<file path="config.mk">
export PLATFORM = sky130hd
export DESIGN_NAME = spi_ram_slave_flat
export DESIGN_NICKNAME = d
export VERILOG_FILES = /design/src/rtl/spi_ram_slave_if.sv /design/src/rtl/spi_ram_slave.sv /design/src/flat_wrapper.sv
export SDC_FILE = /design/constraint.sdc
export NUM_CORES = 2
export LEC_CHECK = 0
export BUFFER_PORTS_ARGS = -buffer_cell sky130_fd_sc_hd__buf_2
export CELL_PAD_IN_SITES_DETAIL_PLACEMENT = 0
export CELL_PAD_IN_SITES_GLOBAL_PLACEMENT = 1
export CORE_UTILIZATION = 50
export DETAILED_ROUTE_END_ITERATION = 12
export GPL_TIMING_DRIVEN = 1
export PLACE_DENSITY_LB_ADDON = 0.05
export SETUP_SLACK_MARGIN = 0.2
export SLEW_MARGIN = 20
export SYNTH_ARGS = -nofsm -noshare
export SYNTH_HDL_FRONTEND = slang
export SYNTH_SLANG_ARGS = --single-unit
</file>
<file path="constraint.sdc">
create_clock -name clk -period 4.9 [get_ports clk]
set_input_delay 0.245 -clock clk [delete_from_list [all_inputs] [get_ports clk]]
set_output_delay 0.245 -clock clk [all_outputs]
set_load 0.02 [all_outputs]
</file>
<file path="src/rtl/spi_ram_slave_if.sv">
// Serial link between an SPI-style master and spi_ram_slave: frame select, command/payload in,
// read data out.
interface spi_ram_slave_if;
  logic SS_n;
  logic MOSI;
  logic MISO;

  modport master (
    output SS_n,
    output MOSI,
    input  MISO
  );

  modport slave (
    input  SS_n,
    input  MOSI,
    output MISO
  );
endinterface

</file>
<file path="src/rtl/spi_ram_slave.sv">
// Serial RAM slave: each frame is a 2-bit opcode (write addr, write data, read addr, read data)
// followed by its payload. Define SPI_RAM_AUTOINC_EN for burst data frames with address increment.
module spi_ram_slave #(
  parameter int unsigned ADDR_WIDTH = 8,
  parameter int unsigned DATA_WIDTH = 8,
  parameter int unsigned MEM_DEPTH  = 256
) (
  input logic            clk,
  input logic            rst_n,
  spi_ram_slave_if.slave spi
);

  localparam int unsigned SHIFT_WIDTH = (ADDR_WIDTH > DATA_WIDTH) ? ADDR_WIDTH : DATA_WIDTH;
  localparam int unsigned CNT_WIDTH   = $clog2(SHIFT_WIDTH + 1);

  typedef enum logic [2:0] {
    StIdle,
    StCmd,
    StWrAddr,
    StWrData,
    StRdAddr,
    StRdWait,
    StRdData
  } state_e;

  state_e                 state_q, state_d;
  logic [CNT_WIDTH-1:0]   cnt_q, cnt_d;
  logic [SHIFT_WIDTH-1:0] shift_q, shift_d, shift_in;
  logic [ADDR_WIDTH-1:0]  wr_addr_q, wr_addr_d;
  logic [ADDR_WIDTH-1:0]  rd_addr_q, rd_addr_d;
  logic [ADDR_WIDTH-1:0]  rd_sel;
  logic [DATA_WIDTH-1:0]  wr_data_q, wr_data_d;
  logic [DATA_WIDTH-1:0]  rd_word;
  logic                   wr_pend_q, wr_pend_d;
  logic                   miso_q, miso_d;
  logic                   armed_q, armed_d;
  logic                   mem_we;

  logic [DATA_WIDTH-1:0]  mem [MEM_DEPTH];

  function automatic logic in_range(input logic [ADDR_WIDTH-1:0] a);
    return 32'(a) < MEM_DEPTH;
  endfunction

`ifdef SPI_RAM_AUTOINC_EN
  function automatic logic [ADDR_WIDTH-1:0] addr_inc(input logic [ADDR_WIDTH-1:0] a);
    return (32'(a) == MEM_DEPTH - 1) ? '0 : a + 1'b1;
  endfunction

  // While streaming, the only fetch is the prefetch of the following word.
  assign rd_sel = (state_q == StRdData) ? addr_inc(rd_addr_q) : rd_addr_q;
`else
  assign rd_sel = rd_addr_q;
`endif

  assign rd_word  = in_range(rd_sel) ? mem[rd_sel] : '0;
  assign shift_in = {shift_q[SHIFT_WIDTH-2:0], spi.MOSI};
  assign spi.MISO = miso_q;

  always_comb begin
    state_d   = state_q;
    cnt_d     = cnt_q;
    shift_d   = shift_q;
    wr_addr_d = wr_addr_q;
    rd_addr_d = rd_addr_q;
    wr_data_d = wr_data_q;
    wr_pend_d = 1'b0;
    miso_d    = 1'b0;
    armed_d   = armed_q | spi.SS_n;
    mem_we    = 1'b0;

    // A fully received word commits one edge later even if the frame has just closed.
    if (wr_pend_q) begin
      mem_we = in_range(wr_addr_q);
`ifdef SPI_RAM_AUTOINC_EN
      wr_addr_d = addr_inc(wr_addr_q);
`endif
    end

    if (spi.SS_n) begin
      state_d = StIdle;
      cnt_d   = '0;
      shift_d = '0;
    end else begin
      unique case (state_q)
        StIdle: begin
          if (armed_q) begin
            state_d = StCmd;
            cnt_d   = '0;
            shift_d = '0;
          end
        end
        StCmd: begin
          shift_d = shift_in;
          cnt_d   = cnt_q + 1'b1;
          if (cnt_q == CNT_WIDTH'(1)) begin
            cnt_d   = '0;
            shift_d = '0;
            unique case (shift_in[1:0])
              2'b00: state_d = StWrAddr;
              2'b01: state_d = StWrData;
              2'b10: state_d = StRdAddr;
              2'b11: state_d = StRdWait;
            endcase
          end
        end
        StWrAddr, StRdAddr: begin
          // Counter parks at ADDR_WIDTH so trailing bits are ignored.
          if (cnt_q < CNT_WIDTH'(ADDR_WIDTH)) begin
            shift_d = shift_in;
            cnt_d   = cnt_q + 1'b1;
            if (cnt_q == CNT_WIDTH'(ADDR_WIDTH - 1)) begin
              if (state_q == StWrAddr) begin
                wr_addr_d = shift_in[ADDR_WIDTH-1:0];
              end else begin
                rd_addr_d = shift_in[ADDR_WIDTH-1:0];
              end
            end
          end
        end
        StWrData: begin
          if (cnt_q < CNT_WIDTH'(DATA_WIDTH)) begin
            shift_d = shift_in;
            cnt_d   = cnt_q + 1'b1;
            if (cnt_q == CNT_WIDTH'(DATA_WIDTH - 1)) begin
              wr_data_d = shift_in[DATA_WIDTH-1:0];
              wr_pend_d = 1'b1;
`ifdef SPI_RAM_AUTOINC_EN
              cnt_d   = '0;
              shift_d = '0;
`endif
            end
          end
        end
        StRdWait: begin
          shift_d = SHIFT_WIDTH'(rd_word);
          cnt_d   = '0;
          state_d = StRdData;
        end
        StRdData: begin
          if (cnt_q < CNT_WIDTH'(DATA_WIDTH)) begin
            miso_d  = shift_q[DATA_WIDTH-1];
            shift_d = shift_q << 1;
            cnt_d   = cnt_q + 1'b1;
`ifdef SPI_RAM_AUTOINC_EN
            // Load the next word while the LSB goes out so its MSB follows with no gap.
            if (cnt_q == CNT_WIDTH'(DATA_WIDTH - 1)) begin
              shift_d   = SHIFT_WIDTH'(rd_word);
              rd_addr_d = rd_sel;
              cnt_d     = '0;
            end
`endif
          end
        end
        default: state_d = StIdle;
      endcase
    end
  end

  always_ff @(posedge clk or negedge rst_n) begin
    if (!rst_n) begin
      state_q   <= StIdle;
      cnt_q     <= '0;
      shift_q   <= '0;
      wr_addr_q <= '0;
      rd_addr_q <= '0;
      wr_data_q <= '0;
      wr_pend_q <= 1'b0;
      miso_q    <= 1'b0;
      armed_q   <= 1'b0;
    end else begin
      state_q   <= state_d;
      cnt_q     <= cnt_d;
      shift_q   <= shift_d;
      wr_addr_q <= wr_addr_d;
      rd_addr_q <= rd_addr_d;
      wr_data_q <= wr_data_d;
      wr_pend_q <= wr_pend_d;
      miso_q    <= miso_d;
      armed_q   <= armed_d;
    end
  end

  // Storage is deliberately left out of reset.
  always_ff @(posedge clk) begin
    if (mem_we) begin
      mem[wr_addr_q] <= wr_data_q;
    end
  end

endmodule

</file>
<file path="src/flat_wrapper.sv">
// flat-port wrapper written by rule: the top's interface ports become plain ports
module spi_ram_slave_flat 
#(
  parameter int unsigned ADDR_WIDTH = 8,
  parameter int unsigned DATA_WIDTH = 8,
  parameter int unsigned MEM_DEPTH  = 256
)
  (clk, rst_n, spi_SS_n, spi_MOSI, spi_MISO);
  spi_ram_slave_if spi_i ();
  input logic clk;
  input logic rst_n;
  input wire logic [$bits(spi_i.SS_n)-1:0] spi_SS_n;
  input wire logic [$bits(spi_i.MOSI)-1:0] spi_MOSI;
  output wire logic [$bits(spi_i.MISO)-1:0] spi_MISO;
  assign spi_i.SS_n = spi_SS_n;
  assign spi_i.MOSI = spi_MOSI;
  assign spi_MISO = spi_i.MISO;
  spi_ram_slave #(.ADDR_WIDTH(ADDR_WIDTH), .DATA_WIDTH(DATA_WIDTH), .MEM_DEPTH(MEM_DEPTH)) u_core (.clk(clk), .rst_n(rst_n), .spi(spi_i));
endmodule
</file>
==> flow_summary.toml <==
[global_route]
vias_in_the_first_global_route = 39820
grt_use_total_pct = 26.05
antenna_found_initial = 6
gr-total-overflow = 0
grt_max_degree = 158
grt_first_pass_wirelength_um = 297800

[sta]
fmax_ghz = 0.2426
hold_viol = 0
tightestPinTransition_ps = 1123
setup_ws_ps = 778.0
report.final.setup_viol = 0
timing.max_slew.rel_slack_pct = 24.49
period_minus_slack_ps = 4122
rsz0062_at_grt = "false"
finalMaxSlewViolations = 0
final.period_utilization_pct = 84.12
skew_ps = 33.37
setup-tns-final_ps = 0

[detailed_routing]
drc_errors = 0
first_pass_iters = 5
post_drt_via_cell_ratio = 6.215
initialDrtViolationCount = 3995
postRouteAntennaNets = 0
vias = 38650
routed_wire_length_per_instance_um = 33.69
drt_wl_total_um = 209500

[power]
totalPowerFinal_w = 0.03518
power_per_cell_area_nw_per_um2 = 387.3
irDropWorstVdd_mv = 0.3944
p_leak_nw = 24.95

[finish]
multiInputGateArea_um2 = 17320
drive_above_1_share_pct = 25.22
final-seq-area_um2 = 62600
fill_cells = 11970
final_net_count = 3890
area_growth_syn_to_layout_pct = 12.12
utilization_pct = 56.50
fin_area_um2 = 90820

[die]
die-height_um = 404.5
placement_rows = 147
top_level_ports = 5
floorplan.initialDensity_pct = 50.39
die_area_um2 = 163600
placeableCoreArea_um2 = 160800
dieWidth_um = 404.5

[logic_synthesis]
syn_avg_cell_area_um2 = 21.60
synth_edf_count = 2048
post_synth_main_area_contributors = "sky130_fd_sc_hd__edfxtp_1 (76%), sky130_fd_sc_hd__mux4_2 (15%), sky130_fd_sc_hd__nor2_1 (1.4%)"
post-synth-top-count-cell = "sky130_fd_sc_hd__edfxtp_1"
synth_flop_cell = "sky130_fd_sc_hd__edfxtp_1"
synth-async-reset-ratio_pct = 2.010
share_of_the_yosys_chip_area_belonging_to_registers_pct = 77.22
postSynthCellCount = 3750
synth-warning-count = 0
yosys_top_cell_by_area = "sky130_fd_sc_hd__edfxtp_1"
synth_top_cells_by_count = "sky130_fd_sc_hd__edfxtp_1 (2048), sky130_fd_sc_hd__mux4_2 (530), sky130_fd_sc_hd__nor2_1 (308)"
mappedNetlistArea_um2 = 81000
post_synth_num_cell_types = 50
synth_top_area_share_pct = 75.92
synth_fp_nets = 3756
ys_ff_latch = 2090

[critical_path]
cp_common_cell = "sky130_fd_sc_hd__mux4_2"
r2r_start = "u_core.rd_addr_q[0]"
r2r_slack_ps = 780
crit_slowest_cell = "sky130_fd_sc_hd__dfrtp_4"
worstPathRequired_ps = 5600
cpPeakStageDelay_ps = 1050
crit_chain = "buf_12 -> buf_4 -> mux4_2 -> mux4_2 -> a22oi_1 -> nand2_1 -> nor3_1 -> o31ai_1"
cp-endpoint = "u_core.shift_q[0]"
worstReg2RegEnd = "u_core.shift_q[0]"
setup.worst_path.class = "register to register"
arrival_time_at_the_worst_endpoint_ps = 4820
crit_fanout = 45
crit_start = "u_core.rd_addr_q[0]"
endpoint_kind = "register"
reg2reg_depth = 8
start_kind = "register"

[clock_network]
clk_path_buf_depth = 3
cts_setup_buffers = 0
cts.sinks = 2090
cts.root.buffer_cell = "sky130_fd_sc_hd__clkbuf_16"
insertion_delay_ps = 850
cts_bufs_inserted = 209
cts_hold_repair.buffers = 3
h-tree-depth = 4
worst_setup_hold_path_clk_slew_ps = 60
cts_tree = "built"
post_cts_resized = 0

[status]
run_status = "complete, no violations"

[placed_design]
place.port_buffers = 4
postPlaceCellArea_um2 = 84010
globalplace.congestion = 0.8150
post-place-ws_ps = 862.9
place.detailed.hpwl_um = 129700

[worst_hold_path]
worst_hold_path_type = "input pin to async pin"

[flow_run]
maxCapViolations = 0
worst min path at each step:
stage	startpoint	endpoint	slack, ps	cells past startpoint
CTS	rst_n	u_core.shift_q[2]	190	2
global placement	rst_n	u_core.rd_addr_q[0]	470	1
finish	rst_n	u_core.wr_addr_q[3]	30	2
detailed placement	rst_n	u_core.wr_addr_q[3]	480	1
global route	rst_n	u_core.wr_addr_q[3]	60	2
floorplan	rst_n	u_core.armed_q	-50	0
routing by layer:
metal  global-route usage (%)  wire length (um)
met1                    36.22             86960
met2                    42.53            103800
met3                    4.974             13640
met4                    6.984              5085
met5                        0                11
worst max-delay path, delay by kind of cell (launching register included):
kind / cells / cell delay, ps
AOI/OAI and AO/OA: 2 / 450
buffers and inverters: 2 / 770
DFF: 1 / 1050
muxes: 2 / 1000
and+or+nand+nor: 2 / 600
through the flow:
stage / instances / hold slack, ps
after floorplan: 3750 / -50.59
after global placement: 5825 / 470.2
after detailed placement: 5826 / 476.8
after CTS: 6213 / 185.1
after global routing: 6217 / 63.54
final: 6219 / 29.49
kinds of logic after synthesis:
| logic type | synth area share (%) |
|---|---|
| multiplexers | 16.32 |
| AO/OA/AOI/OAI | 2.383 |
| AND/OR/NAND/NOR | 2.573 |
| buffers and inverters | 1.478 |
| flip-flops | 77.22 |
| adder cells (fa/ha/maj) | 0.03089 |
cells in the final DEF, fill, tap and decap left out, types with 18 or more instances in the layout:
master,netlist,final
sky130_fd_sc_hd__o22ai_1,18,18
sky130_fd_sc_hd__nor2_1,308,296
sky130_fd_sc_hd__o211ai_1,19,19
sky130_fd_sc_hd__a22oi_1,72,72
sky130_fd_sc_hd__edfxtp_1,2048,2048
sky130_fd_sc_hd__bufinv_16,0,21
sky130_fd_sc_hd__clkinv_1,0,56
sky130_fd_sc_hd__buf_4,33,114
sky130_fd_sc_hd__a211oi_1,19,19
sky130_fd_sc_hd__nand3_1,31,31
sky130_fd_sc_hd__o21ai_0,20,20
sky130_fd_sc_hd__a21oi_1,44,44
sky130_fd_sc_hd__clkbuf_16,0,211
sky130_fd_sc_hd__clkinv_2,0,33
sky130_fd_sc_hd__mux2_2,21,21
sky130_fd_sc_hd__mux2i_1,102,102
sky130_fd_sc_hd__a22o_1,25,25
sky130_fd_sc_hd__nand2_1,83,82
sky130_fd_sc_hd__mux4_2,530,530
sky130_fd_sc_hd__dfrtp_1,42,29
sky130_fd_sc_hd__clkbuf_1,96,39
sky130_fd_sc_hd__buf_12,0,27
final cells by class:
type,count,area share [%]
Inverter,6,0.02480
Sequential cell,2090,68.92
Antenna cell,2,0.005511
Clock inverter,131,1.331
Clock buffer,253,6.020
Timing Repair Buffer,149,1.648
Tap cell,2160,2.976
Multi-Input combinational cell,1428,19.07
power by group:
part	switching, W	internal (W)	leakage (nW)	total (W)
registers	0.0000504	0.0193	17.4	0.0194
logic	0.0000829	0.0000426	4.25	0.000126
clock network	0.00665	0.00902	3.27	0.0157
state kept, by name, summed over array words and instances, names as in the netlist:
| signal | count |
|---|---|
| u_core.armed_q | 1 |
| u_core.wr_addr_q | 8 |
| u_core.wr_data_q | 8 |
| u_core.state_q | 3 |
| u_core.mem | 2048 |
| u_core.shift_q | 8 |
| u_core.spi.MISO | 1 |
| u_core.rd_addr_q | 8 |
| u_core.cnt_q | 4 |
| u_core.wr_pend_q | 1 |
Note: power is estimated with default switching activity, not from simulation.
